**src/rtl/lift_pkg.sv**
```systemverilog
// Shared floor constants and types for the lift call queue.
package lift_pkg;

  localparam int FLOORS  = 8;
  localparam int FLOOR_W = 3;

  typedef logic [FLOOR_W-1:0] floor_t;

endpackage

```
**src/rtl/lift_call_fifo.sv**
```systemverilog
// Synchronous call FIFO of floor numbers with flush, occupancy count and full flag.
module lift_call_fifo
  import lift_pkg::*;
#(
  parameter int DEPTH = 4
) (
  input  logic       clk,
  input  logic       reset,
  input  logic       flush,
  input  logic       push,
  input  floor_t     push_floor,
  input  logic       pop,
  output floor_t     head,
  output logic [3:0] count,
  output logic       full
);

  localparam int PTR_W = (DEPTH > 1) ? $clog2(DEPTH) : 1;

  floor_t           mem [DEPTH];
  logic [PTR_W-1:0] wr_ptr;
  logic [PTR_W-1:0] rd_ptr;
  logic             do_push;
  logic             do_pop;
  logic [3:0]       count_next;

  function automatic logic [PTR_W-1:0] ptr_inc(input logic [PTR_W-1:0] p);
    return (p == PTR_W'(DEPTH - 1)) ? '0 : p + PTR_W'(1);
  endfunction

  // A push into a full FIFO is legal only when the head leaves in the same cycle.
  assign do_pop  = pop & (count != 4'd0);
  assign do_push = push & (~full | do_pop);
  assign head    = (count != 4'd0) ? mem[rd_ptr] : '0;

  // Occupancy after this cycle's push/pop.
  always_comb begin
    count_next = count;
    case ({do_push, do_pop})
      2'b10:   count_next = count + 4'd1;
      2'b01:   count_next = count - 4'd1;
      default: count_next = count;
    endcase
  end

  // Pointer, count and full-flag state.
  always_ff @(posedge clk) begin
    if (reset) begin
      wr_ptr <= '0;
      rd_ptr <= '0;
      count  <= 4'd0;
      full   <= 1'b0;
    end else if (flush) begin
      wr_ptr <= '0;
      rd_ptr <= '0;
      count  <= 4'd0;
      full   <= 1'b0;
    end else begin
      if (do_push) begin
        wr_ptr <= ptr_inc(wr_ptr);
      end
      if (do_pop) begin
        rd_ptr <= ptr_inc(rd_ptr);
      end
      count <= count_next;
      full  <= (count_next == 4'(DEPTH));
    end
  end

  // Storage; contents are don't-care while the count says empty.
  always_ff @(posedge clk) begin
    if (do_push && !reset && !flush) begin
      mem[wr_ptr] <= push_floor;
    end
  end

endmodule

```
**src/rtl/lift_call_queue.sv**
```systemverilog
// Lift floor-call queue: press capture, lowest-floor push selection and FIFO hand-off.
// Optional build macro LIFT_CALL_DEBOUNCE_EN replaces edge detection with a per-floor debouncer.
module lift_call_queue
  import lift_pkg::floor_t;
#(
  parameter int FLOORS          = lift_pkg::FLOORS,
  parameter int DEPTH           = 4,
  parameter int DEBOUNCE_CYCLES = 4
) (
  input  logic              clk,
  input  logic              reset,
  input  logic [FLOORS-1:0] btn,
  input  logic              emergency_stop,
  input  logic              req_ready,
  output floor_t            req_floor,
  output logic              req_valid,
  output logic [FLOORS-1:0] pending,
  output logic [3:0]        queue_count,
  output logic              full
);

  if (FLOORS < 1 || FLOORS > 8) begin : g_bad_floors
    $error("lift_call_queue: FLOORS must be 1..8");
  end
  if (DEPTH < 2 || DEPTH > 8 || (DEPTH & (DEPTH - 1)) != 0) begin : g_bad_depth
    $error("lift_call_queue: DEPTH must be a power of two in 2..8");
  end
  if (DEBOUNCE_CYCLES < 1) begin : g_bad_debounce
    $error("lift_call_queue: DEBOUNCE_CYCLES must be at least 1");
  end

  logic [FLOORS-1:0] captured;
  logic [FLOORS-1:0] press;
  logic [FLOORS-1:0] candidate;
  logic [FLOORS-1:0] push_mask;
  logic [FLOORS-1:0] pop_mask;
  logic              sel_found;
  floor_t            sel_floor;
  logic              push;
  logic              pop;
  floor_t            head;
  logic [3:0]        count;
  logic              fifo_full;

`ifdef LIFT_CALL_DEBOUNCE_EN
  localparam int CNT_W = $clog2(DEBOUNCE_CYCLES + 1);

  logic [CNT_W-1:0] db_cnt [FLOORS];

  // A press fires on the sample that brings the run of highs up to DEBOUNCE_CYCLES.
  always_comb begin
    press = '0;
    for (int i = 0; i < FLOORS; i++) begin
      press[i] = btn[i] && (db_cnt[i] == CNT_W'(DEBOUNCE_CYCLES - 1));
    end
  end

  // Saturating run-length counters; keep counting during emergency stop.
  always_ff @(posedge clk) begin
    if (reset) begin
      for (int i = 0; i < FLOORS; i++) begin
        db_cnt[i] <= '0;
      end
    end else begin
      for (int i = 0; i < FLOORS; i++) begin
        if (!btn[i]) begin
          db_cnt[i] <= '0;
        end else if (db_cnt[i] != CNT_W'(DEBOUNCE_CYCLES)) begin
          db_cnt[i] <= db_cnt[i] + CNT_W'(1);
        end
      end
    end
  end
`else
  logic [FLOORS-1:0] btn_prev;

  assign press = btn & ~btn_prev;

  // Previous button sample; keeps tracking through emergency stop.
  always_ff @(posedge clk) begin
    if (reset) begin
      btn_prev <= '0;
    end else begin
      btn_prev <= btn;
    end
  end
`endif

  assign req_valid   = (count != 4'd0);
  assign req_floor   = head;
  assign queue_count = count;
  assign full        = fifo_full;
  assign pop         = req_valid & req_ready & ~emergency_stop;
  // Pre-pop pending: a floor leaving the head this cycle re-enters one cycle later.
  assign candidate   = captured & ~pending;
  assign push        = sel_found & ~emergency_stop & (~fifo_full | pop);

  // Lowest-index candidate wins; scan downward so the last hit is the lowest.
  always_comb begin
    sel_found = 1'b0;
    sel_floor = '0;
    for (int i = FLOORS - 1; i >= 0; i--) begin
      sel_floor = candidate[i] ? floor_t'(i) : sel_floor;
      sel_found = sel_found | candidate[i];
    end
  end

  // One-hot views of the pushed and popped floors.
  always_comb begin
    push_mask = '0;
    pop_mask  = '0;
    for (int i = 0; i < FLOORS; i++) begin
      push_mask[i] = push && (sel_floor == floor_t'(i));
      pop_mask[i]  = pop && (head == floor_t'(i));
    end
  end

  // Captured calls persist until pushed; pending mirrors FIFO contents.
  always_ff @(posedge clk) begin
    if (reset) begin
      captured <= '0;
      pending  <= '0;
    end else if (emergency_stop) begin
      captured <= '0;
      pending  <= '0;
    end else begin
      captured <= (captured & ~push_mask) | press;
      pending  <= (pending & ~pop_mask) | push_mask;
    end
  end

  lift_call_fifo #(
    .DEPTH(DEPTH)
  ) u_fifo (
    .clk       (clk),
    .reset     (reset),
    .flush     (emergency_stop),
    .push      (push),
    .push_floor(sel_floor),
    .pop       (pop),
    .head      (head),
    .count     (count),
    .full      (fifo_full)
  );

endmodule
```
**config.mk**
```make
export PLATFORM = sky130hd
export DESIGN_NAME = lift_call_queue
export DESIGN_NICKNAME = d
export VERILOG_FILES = /design/src/rtl/lift_pkg.sv /design/src/rtl/lift_call_fifo.sv /design/src/rtl/lift_call_queue.sv
export SDC_FILE = /design/constraint.sdc
export NUM_CORES = 1
export LEC_CHECK = 0
export ABC_AREA = 1
export CAP_MARGIN = 10
export CORE_MARGIN = 3
export CORE_UTILIZATION = 30
export DETAILED_ROUTE_END_ITERATION = 12
export PLACE_DENSITY = 0.46
export REMOVE_ABC_BUFFERS = 1
export SLEW_MARGIN = 20
export SYNTH_ARGS = -nofsm -noshare
export SYNTH_HDL_FRONTEND = slang
export SYNTH_SLANG_ARGS = --single-unit
```
**constraint.sdc**
```tcl
create_clock -name clk -period 4.8 [get_ports clk]
set_input_delay 1.2 -clock clk [delete_from_list [all_inputs] [get_ports clk]]
set_output_delay 1.2 -clock clk [all_outputs]
set_load 0.01 [all_outputs]
```
# Word level (Yosys, flattened, before mapping)
# Memories as Yosys holds them, arrays and structs flattened. A register that Yosys moved wholly into a read port is not among the register bits.
# Cells that the tools add are included.
[classes]
n_addsub = 4
n_eq_ne = 19
n_mux = 16
bitwise_logic = 27
n_reduce_logical = 24
[op_table]
columns = ["cell", "count"]
rows = [
  ["8-bit bitwise AND", 4],
  ["8-bit NOT", 4],
  ["3-bit 2-to-1 mux", 9],
  ["3-bit == test (second input constant)", 8],
  ["1-bit logical AND", 18],
  ["8-bit bitwise OR", 2],
  ["3-bit by 2-bit == test with 1-bit output (second input constant)", 4],
  ["1-bit bitwise OR", 9],
  ["2-bit 2-to-1 mux", 4],
  ["4-bit case mux with 2 select lines", 1],
  ["1-bit bitwise AND", 6],
  ["2-bit == test (second input constant)", 3],
  ["3-bit by 1-bit == test with 1-bit output (second input constant)", 2],
  ["3-bit logical NOT", 2],
  ["2-bit by 1-bit adder with 2-bit output (second input constant)", 2],
  ["4-bit by 1-bit adder with 4-bit output (second input constant)", 1],
  ["4-bit by 3-bit == test with 1-bit output (second input constant)", 1],
  ["4-bit nonzero test", 1],
  ["4-bit by 1-bit subtractor with 4-bit output (second input constant)", 1],
  ["2-bit by 1-bit == test with 1-bit output (second input constant)", 1],
  ["1-bit logical NOT", 2],
  ["1-bit 2-to-1 mux", 2],
  ["1-bit NOT", 2],
  ["2-bit OR reduction", 1],
]
[totals]
reg_bits = 33
ramBits = 12
in_bits = 12
out_inout_bits = 17
word_cells = 98
mem_count = 1
[memory_table]
columns = ["name", "depth", "width", "read_ports", "rd_clocked_by_memory_dff", "wr", "line", "source"]
rows = [
  ["u_fifo.mem", 4, 3, 1, 1, 1, "lift_call_fifo.sv:20", "floor_t mem [DEPTH];"],
]

# Logic depth before layout (Yosys ltp)
[depth]
ltp_word = 16
ltp_mapped = 18
mapped_depth_nobuf = 18

# Cells and area by module
# Synthesis repeated with hierarchy kept, for this count alone.
[unflattened]
cells_unflattened = 272
hier_area_um2 = 2265.9
[by_module_without_submodules]
columns = ["mod", "n_inst", "cells_per_inst", "area_per_inst_um2", "seq_area_each_um2"]
rows = [
  ["lift_call_fifo", 1, 127, 1154.9, 580.6],
  ["lift_call_queue", 1, 145, 1111.1, 480.5],
]

# Worst setup path before layout
# No wires, ideal clock.
[synth_path]
path_type = "input -> register"
from = "in emergency_stop"
to = "reg u_fifo.full"
t_arrival_ns = 2.751
t_required_ns = 4.736
path_slack_ns = 1.985
stages = 14
n_path_buf = 0
path_cell_list = "or2_2 > nand2_2 > nand2_2 > ha_1 > nor2_1 > nor2_2 > ha_1 > a21oi_1 > xnor2_1 > o21ai_1 > nand2_1 > inv_1 > nand3_1 > nor2_1"
[synth_via]
elab_chain_cells = 8
elab_cells_between_ends = 13
cone_classes = "eq/ne (3); mux (1); bitwise (8); reduce/logical (1)"
[synth_lines]
columns = ["item", "line", "source"]
rows = [
  ["start, declared", "lift_call_queue.sv:13", "input logic emergency_stop,"],
  ["1-bit NOT", "lift_call_queue.sv:93, lift_call_queue.sv:96", ""],
  ["1-bit bitwise AND", "lift_call_queue.sv:93", "assign pop = req_valid & req_ready & ~emergency_stop;"],
  ["1-bit bitwise OR or 1-bit bitwise AND (tied branches)", "lift_call_queue.sv:96, lift_call_fifo.sv:32", ""],
  ["1-bit bitwise AND or 1-bit bitwise OR (tied branches)", "lift_call_queue.sv:96, lift_call_fifo.sv:33", ""],
  ["1-bit bitwise AND", "lift_call_fifo.sv:33", "assign do_push = push & (~full | do_pop);"],
  ["2-bit by 1-bit == test with 1-bit output or 2-bit == test (tied branches)", "lift_call_fifo.sv:39", "case ({do_push, do_pop})"],
  ["4-bit case mux with 2 select lines", "lift_call_fifo.sv:39", ""],
  ["4-bit by 3-bit == test with 1-bit output", "lift_call_fifo.sv:66", "full <= (count_next == 4'(DEPTH));"],
  ["end signal, assigned", "lift_call_fifo.sv:66", ""],
  ["end, declared", "lift_call_fifo.sv:15", "output logic full"],
]
# Several ways; a longest one is shown, not always the timed one.
# A chain may end at the register's enable or synchronous reset.

==> PnR_summary.wiki <==
{| class="wikitable"
! Metric !! Value
|-
| Clock insertion delay at the later pin of the skew report || 0.30 ns
|-
| Number of buffers added by the clock tree synthesis step || 5
|-
| Final instance area || 2629 um2
|-
| Synth top area share || 0.3308
|-
| Max frequency || 0.3226 GHz
|-
| Number of standard cells after synthesis || 255
|-
| Worst-Margin Slew || 0.7148 ns
|-
| Ranking of synthesized cells by area || sky130_fd_sc_hd__dfxtp_1 (33%), sky130_fd_sc_hd__edfxtp_1 (17%), sky130_fd_sc_hd__nand2_1 (8.9%)
|-
| Cell taking the most area after synthesis || sky130_fd_sc_hd__dfxtp_1
|-
| Run status || finished clean
|-
| Area added between synthesis and finish || 24.10%
|-
| Fraction of final layout cells with drive strength greater than 1 || 0.1146
|-
| Overall fraction of global-route tracks in use || 0.1175
|-
| Global-route wire length before repair || 7.603 mm
|-
| Top Family by Delay on Critical Path || buffers and inverters
|-
| Largest family of logic cells by synthesized area || simple AND/OR/NAND/NOR gates
|-
| Data arrival time of the worst path || 1.90 ns
|-
| Area of the mapped netlist || 2118 um2
|-
| Endpoint type of the worst setup path || primary output
|-
| Number of buffers inserted by hold repair at cts || 0
|-
| Basic-gate share of the synthesized area counting and, or, nand and nor cells || 0.2522
|-
| Floorplan core area || 6604 um2
|-
| Ant diodes || 0
|-
| Average via count per standard cell || 4.297
|-
| Starting density of the core || 0.3208
|-
| Area of the multi-input gates || approximately 900 um2
|-
| Fin Hold WS || approximately 0.47 ns
|-
| Class of the tightest hold or removal check || reg -> reg
|-
| DIE AREA || 8105 um2
|-
| Synth Register Bits || 47
|-
| Total via count after detailed routing || ~1600
|-
| Worst-path cell with the longest stage delay || sky130_fd_sc_hd__clkdlybuf4s50_1
|-
| Clk buf depth || 2
|-
| DRC marker count from the first detailed-route iteration || 54
|-
| Sink count of the clock tree || 47
|-
| Total I/O pin count || 29
|-
| Period minus WS final || 3.100 ns
|-
| Number of gates given a new drive strength after cts || 0
|-
| Setup_tns || 0 ns
|-
| Worst slew margin relative to its limit || 0.5230
|-
| HPWL after DPL || 3.468 mm
|-
| Largest fanout on the critical path || 7
|-
| Count of TritonRoute iterations in the first routing pass || 4
|-
| Worst endpoint required time || 3.60 ns
|-
| Worst path buffer plus inverter count || 3
|-
| Count of yosys warnings during synthesis || 0
|-
| Layout filler cell count || around 710
|-
| Netlist cell types || 29
|-
| Antenna violations before repair || 0
|-
| Synth Area in Adders || 0.04725
|-
| Number of levels the H-tree was split into || 2
|-
| Critical Path, Cell by Cell || inv_1, nand2_1, nand3_1, nand3_1, inv_1, clkdlybuf4s50_1
|-
| Number of input and output port buffers inserted || 28
|-
| Peak ir drop on the vdd network || 0.1220 mV
|-
| Post-synthesis compound-gate area fraction || 0.1034
|-
| Fin cells || 381
|-
| Unrepaired setup endpoints after global routing || no
|-
| Cell count after placement || 373
|-
| Crit Path Category || reg -> out
|-
| Clock tree skew after final layout || between 0.006 and 0.007 ns
|-
| Count of nets left with antenna violations after detail routing || 0
|-
| Number of nets in the final layout || just over 300
|-
| Total gr overflow || 0
|-
| Fraction of synthesized area in multiplexers || 0.004725
|-
| Gp weighted congestion || 0.7871
|-
| Final routed DRC violation total || 0
|-
| Static Leak || 1.063 nW
|-
| Kind of launch point of the worst setup path || flop
|-
| Number of maximum-capacitance constraint violations || 0
|-
| # rows || 29
|-
| Placed instance area || 2502 um2
|-
| Final number of hold-violating endpoints || 0
|-
| Clock Pin Slew Worst Setup and Hold Paths || 0.09 ns
|-
| Stage delay of the slowest cell on the critical path || 0.57 ns
|-
| Setup slack on the worst flop-to-flop path || approximately 2.5 ns
|-
| Die width || roughly 90 um
|-
| Root Buffer Master || sky130_fd_sc_hd__clkbuf_8
|-
| Xor/xnor share of the synthesized area || 0.01654
|-
| Clock tree from TritonCTS || done
|-
| Mapped Avg Cell Area || just over 8 um2
|-
| Number of global-route vias before repair || 1560
|-
| Average wire per cell in the routed design || 11.72 um
|-
| Pin count of the biggest net entering global routing || 22
|-
| FF/Latch Area || 1061 um2
|-
| Overall routed net length || 4.464 mm
|-
| Setup-violating endpoint count in the final report || 0
|-
| Final worst-path cycle share || 0.6458
|-
| Number of setup buffers added after CTS || 0
|-
| PwrDens || 314.4 nW/um2
|-
| Vert. Die Dim || 90.03 um
|-
| Part of the Yosys area used for sequential elements || 0.5009
|-
| Number of max-slew violations in the final report || 0
|}
[kinds of logic after synthesis]
kind of cell    after synthesis
compound gates               39
fa+ha+maj                     8
flops                        47
xor+xnor                      4
mux                           1
simple gates                114
buf+inv                      42
[final timing paths]
check / start / endpoint / cells after the start
min: captured[3]$_SDFF_PP0_ / captured[3]$_SDFF_PP0_ / 2
min reg2reg: captured[3]$_SDFF_PP0_ / captured[3]$_SDFF_PP0_ / 2
max reg2reg: u_fifo.count[1]$_SDFF_PP0_ / u_fifo.full$_SDFF_PP0_ / 17
max: flop / req_floor[0] / 6
[final cells by class]
type                            instances  share of cell area
Multi-Input combinational cell        166              0.3417
Clock buffer                            7             0.04522
Sequential cell                        47              0.4036
Tap cell                               93             0.04426
Inverter                               39             0.05569
Timing Repair Buffer                   28              0.1066
Clock inverter                          1            0.002856
[metrics by stage]
step                utilization  setup slack [ns]  power, mW
detailed placement       0.3789             1.404     0.5391
global placement         0.3789             1.435     0.5399
CTS                      0.3981             1.690     0.8406
global route             0.3981             1.452     0.8723
finish                   0.3981             1.700     0.8265
floorplan                     -             1.985     0.5010
[layout by cell type, fill, tap and decap left out, types with 3 or more instances in the layout]
master                            Yosys  final
sky130_fd_sc_hd__a21oi_1             22     22
sky130_fd_sc_hd__clkbuf_8             0      5
sky130_fd_sc_hd__clkdlybuf4s50_1      0     28
sky130_fd_sc_hd__dfxtp_1             35     35
sky130_fd_sc_hd__edfxtp_1            12     12
sky130_fd_sc_hd__ha_1                 8      8
sky130_fd_sc_hd__inv_1               38     38
sky130_fd_sc_hd__nand2_1             50     50
sky130_fd_sc_hd__nand2_2              5      5
sky130_fd_sc_hd__nand3_1             14     14
sky130_fd_sc_hd__nand4_1              4      4
sky130_fd_sc_hd__nor2_1              25     25
sky130_fd_sc_hd__nor2_4               3      3
sky130_fd_sc_hd__o21ai_0              9      9
sky130_fd_sc_hd__or2_2                9      9
[power by group]
group | internal [mW] | leakage [nW] | switching [mW] | total, mW
Sequential | 0.420 | 0.398 | 0.00602 | 0.426
Clock | 0.166 | 0.0607 | 0.132 | 0.297
Combinational | 0.0408 | 0.605 | 0.0620 | 0.103
[registers in the layout, summed over array words and instances (netlist names), named ones only]
register	cells
u_fifo.mem	12
pending	8
u_fifo.count	4
btn_prev	8
u_fifo.full	1
u_fifo.rd_ptr	2
u_fifo.wr_ptr	2
captured	8
[Yosys cell counts]
cell,n
sky130_fd_sc_hd__nor2_4,3
sky130_fd_sc_hd__inv_1,38
sky130_fd_sc_hd__or2_2,9
sky130_fd_sc_hd__or2_4,1
sky130_fd_sc_hd__buf_2,1
sky130_fd_sc_hd__nand3_2,1
sky130_fd_sc_hd__o31ai_1,2
sky130_fd_sc_hd__a21oi_1,22
sky130_fd_sc_hd__xor2_1,2
sky130_fd_sc_hd__clkbuf_1,2
sky130_fd_sc_hd__ha_1,8
sky130_fd_sc_hd__nor2_1,25
sky130_fd_sc_hd__nor2_2,1
sky130_fd_sc_hd__dfxtp_1,35
sky130_fd_sc_hd__inv_2,1
sky130_fd_sc_hd__nand3_1,14
sky130_fd_sc_hd__nand2_2,5
sky130_fd_sc_hd__nand2_1,50
sky130_fd_sc_hd__xnor2_1,2
sky130_fd_sc_hd__o21ai_1,1
sky130_fd_sc_hd__mux2i_1,1
sky130_fd_sc_hd__nand2_4,1
sky130_fd_sc_hd__o21ai_0,9
sky130_fd_sc_hd__o21ai_2,2
sky130_fd_sc_hd__o211a_1,1
sky130_fd_sc_hd__edfxtp_1,12
sky130_fd_sc_hd__a211oi_1,1
sky130_fd_sc_hd__nand4_1,4
sky130_fd_sc_hd__a21oi_2,1
[worst min-delay path, cell delays in order (launching register included)]
cell and delay (ns):
sky130_fd_sc_hd__dfxtp_1 0.32, sky130_fd_sc_hd__nand2_1 0.06, sky130_fd_sc_hd__a21oi_1 0.05
[per-layer routing]
layer	wire length, um	vias up	global-route usage
met1	2332	733	0.1673
met3	165	5	0.02671
met2	1918	23	0.1736
met4	48	0	0.04209
li1	-	876	-
met5	0	-	0
Power figures use the tool's default switching activity.
